$ cat config.mk
export PLATFORM = sky130hd
export DESIGN_NAME = subleq_ctrl
export DESIGN_NICKNAME = d
export VERILOG_FILES = /design/src/rtl/subleq_ctrl_pkg.sv /design/src/rtl/subleq_ctrl.sv
export SDC_FILE = /design/constraint.sdc
export NUM_CORES = 1
export LEC_CHECK = 0
export CORE_MARGIN = 4
export CORE_UTILIZATION = 30
export CTS_BUF_LIST = sky130_fd_sc_hd__clkbuf_4 sky130_fd_sc_hd__clkbuf_8
export DETAILED_ROUTE_END_ITERATION = 10
export PLACE_DENSITY = 0.51
export REMOVE_ABC_BUFFERS = 1
export SYNTH_ARGS = -nofsm -noshare
export SYNTH_HDL_FRONTEND = slang
export SYNTH_SLANG_ARGS = --single-unit
$ cat constraint.sdc
create_clock -name clk -period 3.87 [get_ports clk]
set_clock_uncertainty 0.15 [all_clocks]
set_input_delay 0.774 -clock clk [delete_from_list [all_inputs] [get_ports clk]]
set_output_delay 0.774 -clock clk [all_outputs]
set_load 0.03 [all_outputs]
$ cat src/rtl/subleq_ctrl_pkg.sv
// subleq_ctrl_pkg: shared word size, sequencer state encodings and halt-target test.
package subleq_ctrl_pkg;
    localparam int WORD_SIZE       = 16;
    localparam int HALT_TARGET_MSB = WORD_SIZE - 1;

    typedef enum logic [2:0] {
        START   = 3'd0,
        FETCH_A = 3'd1,
        FETCH_B = 3'd2,
        FETCH_C = 3'd3,
        READ_A  = 3'd4,
        READ_B  = 3'd5,
        WRITE   = 3'd6,
        HALT    = 3'd7
    } state_e;

    function automatic logic halt_target(input logic [WORD_SIZE-1:0] c);
        return c[HALT_TARGET_MSB];
    endfunction
endpackage

$ cat src/rtl/subleq_ctrl.sv
// subleq_ctrl: SUBLEQ instruction sequencer driving the PC controls and memory handshake.
// Optional SUBLEQ_HALT_EN: taken branches to a target with MSB set halt the core.
module subleq_ctrl
    import subleq_ctrl_pkg::*;
(
    input  logic                 clk,
    input  logic                 areset_n,
    input  logic [WORD_SIZE-1:0] pc_in,
    output logic                 pc_branch,
    output logic                 pc_inc,
    output logic [WORD_SIZE-1:0] pc_addr,
    output logic                 mem_req,
    output logic                 mem_we,
    output logic [WORD_SIZE-1:0] mem_addr,
    output logic [WORD_SIZE-1:0] mem_wdata,
    input  logic [WORD_SIZE-1:0] mem_rdata,
    input  logic                 mem_ready,
    output logic                 halted
);
    state_e state_q, state_d;
    logic [WORD_SIZE-1:0] a_q, a_d, b_q, b_d, c_q, c_d, da_q, da_d, db_q, db_d;
    logic [WORD_SIZE-1:0] r;
    logic take, stop, fetch;

    always_comb begin
        r     = db_q - da_q;
        take  = (r == '0) | r[WORD_SIZE-1];
`ifdef SUBLEQ_HALT_EN
        stop   = take & halt_target(c_q);
        halted = state_q == HALT;
`else
        stop   = 1'b0;
        halted = 1'b0;
`endif
        fetch     = state_q inside {FETCH_A, FETCH_B, FETCH_C};
        mem_req   = fetch | (state_q inside {READ_A, READ_B, WRITE});
        mem_we    = state_q == WRITE;
        mem_addr  = fetch ? pc_in :
                    (state_q == READ_A) ? a_q :
                    (state_q inside {READ_B, WRITE}) ? b_q : '0;
        mem_wdata = mem_we ? r : '0;
        // PC controls only fire on the completing handshake cycle
        pc_inc    = fetch & mem_ready;
        pc_branch = mem_we & mem_ready & take & ~stop;
        pc_addr   = c_q;
        a_d  = (state_q == FETCH_A && mem_ready) ? mem_rdata : a_q;
        b_d  = (state_q == FETCH_B && mem_ready) ? mem_rdata : b_q;
        c_d  = (state_q == FETCH_C && mem_ready) ? mem_rdata : c_q;
        da_d = (state_q == READ_A && mem_ready) ? mem_rdata : da_q;
        db_d = (state_q == READ_B && mem_ready) ? mem_rdata : db_q;
        state_d = state_q;
        case (state_q)
            START:   state_d = FETCH_A;
            FETCH_A: if (mem_ready) state_d = FETCH_B;
            FETCH_B: if (mem_ready) state_d = FETCH_C;
            FETCH_C: if (mem_ready) state_d = READ_A;
            READ_A:  if (mem_ready) state_d = READ_B;
            READ_B:  if (mem_ready) state_d = WRITE;
            WRITE:   if (mem_ready) state_d = stop ? HALT : FETCH_A;
            HALT:    state_d = HALT;
        endcase
    end

    always_ff @(posedge clk or negedge areset_n) begin
        if (!areset_n) begin
            state_q <= START;
            a_q     <= '0;
            b_q     <= '0;
            c_q     <= '0;
            da_q    <= '0;
            db_q    <= '0;
        end else begin
            state_q <= state_d;
            a_q     <= a_d;
            b_q     <= b_d;
            c_q     <= c_d;
            da_q    <= da_d;
            db_q    <= db_d;
        end
    end
endmodule

==> results.py, run 1 <==
metrics = {
    "routing": {
        "drt-wirelength-per-cell_um": 16.3,
        "drt_wl_total_um": 11900,
        "drtPass1Iterations": 4,
        "viasPerCell": 4.98,
        "drtIter0Drc": 217,
        "dr_total_vias": 3656,
        "drc_errors": 0,
        "postRouteAntennaNets": 0,
    },
    "critical_path": {
        "max_stage_delay_ps": 410,
        "cp_cell_sequence": "inv_2, ha_4, inv_2, fa_2, a21o_1, a221o_1, o31a_1, a2111o_1, o311ai_4, and4_1, o2bb2ai_2, buf_12",
        "crit_required_ps": 2950,
        "start_kind": "flop",
        "cp_top_family": "compound AO/OA/AOI/OAI gates",
        "cpMostUsedCell": "inv_2",
        "crit_type": "flop to primary output",
        "cp.buffers_inverters": 3,
        "slowest_stage": "a2111o_1",
        "crit_arrival_ps": 3250,
        "end_kind": "primary output",
        "critPathMaxFanout": 4,
    },
    "place": {
        "dp_hpwl_um": 8480,
        "io_buffer_count": 86,
        "gp_congestion": 0.830,
        "post-place-ws_ps": 10.8,
    },
    "logic_synthesis": {
        "async_reset_ff_share_pct": 100,
        "avgSynthCellArea_um2": 10.3,
        "yosysUniqueCellTypes": 49,
        "ys_top_cells_by_count": "dfrtp_1 (83), mux2_2 (68), a21oi_1 (58)",
        "yosysWarningCount": 0,
        "synthFlopType": "dfrtp_1",
        "synthMostInstantiatedCell": "dfrtp_1",
        "yosysTopAreaCell": "dfrtp_1",
        "synth.area.top_cells": "dfrtp_1 (45%), mux2_2 (17%), a21oi_1 (6.3%), ha_1 (4.3%), mux2i_1 (3.7%)",
        "netlist_instances": 448,
        "synth.cell_area_um2": 4630,
        "yosysTopAreaCellShare_pct": 44.8,
        "synth_edf_count": 0,
        "seq_area_frac_synth_pct": 44.8,
        "yosys_register_bits": 83,
    },
    "sta": {
        "drv_slew": 0,
        "slew_headroom_pct": 29.6,
        "setup_viol": 3,
        "worst_slack_ps": -304,
        "worst_pin_slew_ps": 1060,
        "layout_min_cycle_time_ps": 4170,
        "hold_viol_final": 0,
        "rsz0062_at_grt": "yes",
        "finalSetupTns_ps": -433,
        "fmax_ghz": 0.240,
        "hold_ws_ps": 363,
        "fin_crit_sh_pct": 108,
    },
    "run_status": {
        "violations": "negative setup slack",
        "status": "finished, violations left",
    },
    "floorplanning": {
        "die_h_um": 132,
        "dieArea_um2": 17500,
        "ioPinCount": 88,
        "rows": 45,
        "chipWidth_um": 132,
        "start_util_pct": 30.6,
        "core_area_um2": 15100,
    },
    "finish": {
        "fin_nets": 593,
        "antenna_cells": 0,
        "syn_to_final_growth_pct": 30.6,
        "drive_gt1_share_pct": 26.4,
        "fin_util_pct": 40.0,
    },
    "power_and_ir_drop": {
        "power_density_nw_per_um2": 1060,
        "p_leak_uw": 0.00268,
        "ir_drop_v": 0.000415,
    },
    "clock_network": {
        "cts.sinks": 83,
        "hold_buffers": 0,
        "cts_buffer_depth": 2,
        "cts_buffers": 9,
        "clk_latency_ps": 370,
        "path_clk_slew_ps": 90,
        "tritoncts": "done",
        "clock-root-buffer": "clkbuf_8",
        "h-tree-depth": 3,
    },
    "flow_run": {
        "cap_violations": 0,
    },
    "global_route": {
        "grt_pass1_vias": 3757,
        "grt_pass1_wl_um": 19700,
        "grt_max_degree": 84,
        "gr-total-overflow": 0,
        "track_usage_pct": 13.9,
        "antenna_found_initial": 0,
    },
    "hold_path": {
        "hold_class": "flop to flop",
    },
}
==> path summary, 6_finish.rpt <==
kind	from	endpoint	slack [ps]	cells after the start
worst max-delay path	db_q[0]	pc_branch	-300	12
worst min-delay path	a_q[6]	a_q[6]	360	1
worst max register to register	state_q[1]	pc_addr[10]	1830	4
worst min register to register	a_q[6]	a_q[6]	360	1
max in group asynchronous	areset_n	db_q[0]	2450	1
min in group asynchronous	areset_n	pc_addr[11]	440	1
==> cells by family (layout without fill, tap and decap cells) <==
| group | Yosys count | in the layout | synth area share (%) |
|---|---|---|---|
| compound gates | 109 | 109 | 13.9 |
| other cells | 1 | 1 | 0.0809 |
| simple gates | 99 | 99 | 10.7 |
| xor+xnor | 10 | 10 | 1.89 |
| mux | 85 | 85 | 20.2 |
| flops | 83 | 83 | 44.8 |
| buf+inv | 44 | 142 | 3.64 |
| fa+ha+maj | 17 | 17 | 4.75 |
==> per-stage QoR <==
stage	instances	power [µW]	instance area, µm²
final	734	6410	6050
after global routing	734	6920	6050
after CTS	732	6400	6010
after detailed placement	713	5590	5740
after global placement	713	5540	5740
after floorplan	423	4270	4540
==> where the power goes <==
part,switching (µW),internal [µW],leakage (µW)
clock,316,331,0.000108
sequential,238,1300,0.000997
combinational,2340,1880,0.00158
==> layer usage <==
metal / up-vias / part of all wire (%) / GRT usage [%]
li1: 1782 / - / -
met1: 1789 / 45 / 17.8
met2: 69 / 49 / 23.1
met3: 16 / 3.7 / 3.17
met4: 0 / 2.1 / 5.08
met5: - / 0 / 0
==> repair_timing <==
item | 4_1_cts | 5_1_grt
gates cloned | 0 | 0
resized for setup | 16 | 11
buffers inserted | 3 | 2
pin swaps | 11 | 2
setup endpoints to repair | 9 | 6
==> cell usage in the layout (no fill, tap or decap), types with 10 or more instances in the layout <==
cell / netlist / routed
nand2_1: 19 / 19
clkdlybuf4s50_1: 0 / 58
dfrtp_1: 83 / 83
clkbuf_8: 0 / 10
inv_1: 19 / 17
mux2i_1: 17 / 17
nor2_1: 35 / 34
buf_4: 1 / 38
a21oi_1: 58 / 58
ha_1: 16 / 15
o21ai_0: 21 / 21
mux2_2: 68 / 68
==> sequential cells by signal (all words and copies together) (netlist names) <==
| name | flops |
|---|---|
| pc_addr | 16 |
| b_q | 16 |
| da_q | 16 |
| db_q | 16 |
| state_q | 3 |
| a_q | 16 |
==> cell type report <==
cell class                      instances  area [µm²]
Multi-Input combinational cell        321        2470
Fill cell                            1461        9090
Timing Repair Buffer                  107        1000
Clock inverter                          4        48.8
Inverter                               19        71.3
Sequential cell                        83        2080
Tap cell                              188         235
Clock buffer                           12         153
Power figures use the tool's default switching activity.
==> run 2: changes to the inputs <==
Settings changed: CORE_MARGIN 4 to 1.5, CTS_CLUSTER_DIAMETER set to 80.
==> run 2 against run 1 <==
The run still ends with negative setup slack left; global-route usage up 0.93 points; via count increased by 0.33%; combinational power decreased by 3%; register-to-register slack worse by 240 ps; final cell count fell by 0.41%; critical endpoint unchanged; highest routed layer unchanged.
==> results.py, run 2 (synthesis gave the netlist of run 1 again) <==
metrics = {
    "critical_path": {
        "crit_arrival_ps": 3180,
        "r2r-start": "state_q[1]",
        "end_kind": "primary output",
        "critPathMaxFanout": 4,
        "start_kind": "flop",
        "r2r-end": "a_q[15]",
        "crit_required_ps": 2950,
        "cpMostUsedCell": "inv_2",
        "slowest_stage": "dfrtp_1",
        "max_stage_delay_ps": 390,
        "cp_cell_sequence": "inv_2, ha_4, inv_2, fa_2, a21o_1, a221o_1, o31a_1, a2111o_1, o311ai_2, and4_1, o2bb2ai_2, buf_12",
        "rrSetupSlack_ps": 1590,
        "worstSetupStartpoint": "db_q[0]",
        "crit_type": "flop to primary output",
        "rr_worst_depth": 4,
    },
    "flow_run": {
        "cap_violations": 0,
    },
    "sta": {
        "fmax_ghz": 0.244,
        "worst_pin_slew_ps": 1060,
        "finalSetupTns_ps": -346,
        "setup_viol": 2,
        "fin_crit_sh_pct": 106,
        "layout_min_cycle_time_ps": 4100,
        "worst_slack_ps": -230,
        "drv_slew": 0,
        "hold_viol_final": 0,
        "rsz0062_at_grt": "yes",
        "slew_headroom_pct": 29.0,
    },
    "power_and_ir_drop": {
        "power_uw": 6280,
        "intPower_uw": 3450,
        "p_leak_uw": 0.00265,
        "ir_drop_v": 0.000406,
        "power_density_nw_per_um2": 1050,
        "p_clk_share_pct": 10.0,
        "seq_power_share_pct": 24.7,
        "switching_share_pct": 45.1,
        "combPwrFrac_pct": 65.3,
        "power_switching_uw": 2830,
    },
    "global_route": {
        "grt_pass1_vias": 3600,
        "grt_pass1_wl_um": 18800,
        "track_usage_pct": 14.9,
        "grt_max_degree": 84,
        "gr-total-overflow": 0,
        "antenna_found_initial": 0,
    },
    "floorplanning": {
        "ioPinCount": 88,
        "chipWidth_um": 127,
        "start_util_pct": 30.6,
        "rows": 45,
        "core_area_um2": 15100,
        "dieArea_um2": 16200,
        "die_h_um": 127,
    },
    "clock_network": {
        "tritoncts": "done",
        "cts_buffer_depth": 2,
        "cts_buffers": 9,
        "h-tree-depth": 3,
        "cts.sinks": 83,
        "clock-root-buffer": "clkbuf_8",
        "clk_latency_ps": 360,
        "path_clk_slew_ps": 80,
    },
    "hold_path": {
        "hold_depth": 1,
        "hold_class": "flop to flop",
        "hold_path_startpoint": "a_q[7]",
        "whs_endpoint": "a_q[7]",
    },
    "routing": {
        "viasPerCell": 5.02,
        "met2_length_um": 5540,
        "postRouteAntennaNets": 0,
        "highest_layer": "met4",
        "drtPass1Iterations": 4,
        "drc_errors": 0,
        "drtIter0Drc": 177,
        "drt_wl_total_um": 11400,
        "dr_total_vias": 3668,
        "drt-wirelength-per-cell_um": 15.6,
        "dr_wl_met3_um": 340,
        "met1Wirelength_um": 5410,
    },
    "place": {
        "dp_hpwl_um": 8120,
        "io_buffer_count": 86,
        "gp_congestion": 0.825,
    },
    "run_status": {
        "status": "finished, violations left",
        "violations": "negative setup slack",
    },
    "finish": {
        "layout_common_cells": "dfrtp_1 (83), mux2_2 (68), a21oi_1 (58), clkdlybuf4s50_1 (58), buf_4 (36)",
        "antenna_cells": 0,
        "fin_nets": 590,
        "fillers": 1484,
        "fin_util_pct": 39.6,
        "drive_gt1_share_pct": 26.0,
        "final_common_cell": "dfrtp_1",
        "syn_to_final_growth_pct": 29.3,
    },
}
==> run 2: cell count changes in the layout (fill, tap and decap cells not counted), sizes merged <==
| cell | change |
|---|---|
| buf | -5 |
| clkbuf | +1 |
| clkdlybuf4s15 | +1 |
| clkinv | +1 |
| clkinvlp | +1 |
| dlygate4sd2 | -1 |
| inv | -1 |
==> run 2: what timing repair did <==
action | 4_1_cts | 5_1_grt
hold buffers | 0 | 0
setup endpoints to repair | 10 | 8
gates resized for setup | 21 | 7
buffers inserted | 3 | 1
pin swaps | 12 | 1
gates cloned | 0 | 0
hold endpoints to repair | 0 | 0
==> run 2: worst max path at each step <==
stage	slack, ps	cells past startpoint	endpoint
3_3_place_gp	50	12	pc_branch
5_1_grt	-350	13	pc_branch
6_report	-230	12	pc_branch
4_1_cts	-260	12	pc_branch
2_1_floorplan	140	11	pc_branch
3_5_place_dp	20	12	pc_branch
==> run 2: final cells by class <==
| cell class | instances | area [µm²] | share of cell area [%] |
|---|---|---|---|
| multi-input combinational | 321 | 2450 | 40.9 |
| sequential | 83 | 2080 | 34.7 |
| timing repair buffer | 104 | 961 | 16.0 |
| tap | 188 | 235 | 3.92 |
| clock buffer | 11 | 145 | 2.42 |
| inverter | 19 | 71.3 | 1.19 |
| clock inverter | 5 | 52.6 | 0.877 |
==> run 2: metal layers <==
layer / track usage [%] / vias up
met5: 0 / -
met4: 4.01 / 0
met3: 3.18 / 11
met2: 24.9 / 66
met1: 19.4 / 1808
li1: - / 1783
==> run 2: per-stage QoR <==
step	cells	hold WS [ps]	worst slack, ps	instance area (µm²)
after floorplan	423	328	142	4540
after global placement	711	337	48.5	5720
after detailed placement	711	343	24.9	5720
after CTS	730	363	-262	5980
after global routing	731	379	-345	5990
final	731	360	-230	5990
==> run 2: power by group through the flow <==
stage | registers (µW) | clock network (µW) | logic (µW)
floorplan | 1750 | 0 | 2510
CTS | 1560 | 658 | 4110
global placement | 1540 | 0 | 3970
global route | 1620 | 688 | 4480
finish | 1550 | 627 | 4100
detailed placement | 1570 | 0 | 3980
==> run 2: worst max-delay path, delay by kind of cell, from the launching register on <==
family	cells	cell delay, ps
AOI/OAI and AO/OA	6	1480
adders and majority gates	2	450
buffers and inverters	3	250
DFF	1	390
and+or+nand+nor	1	250
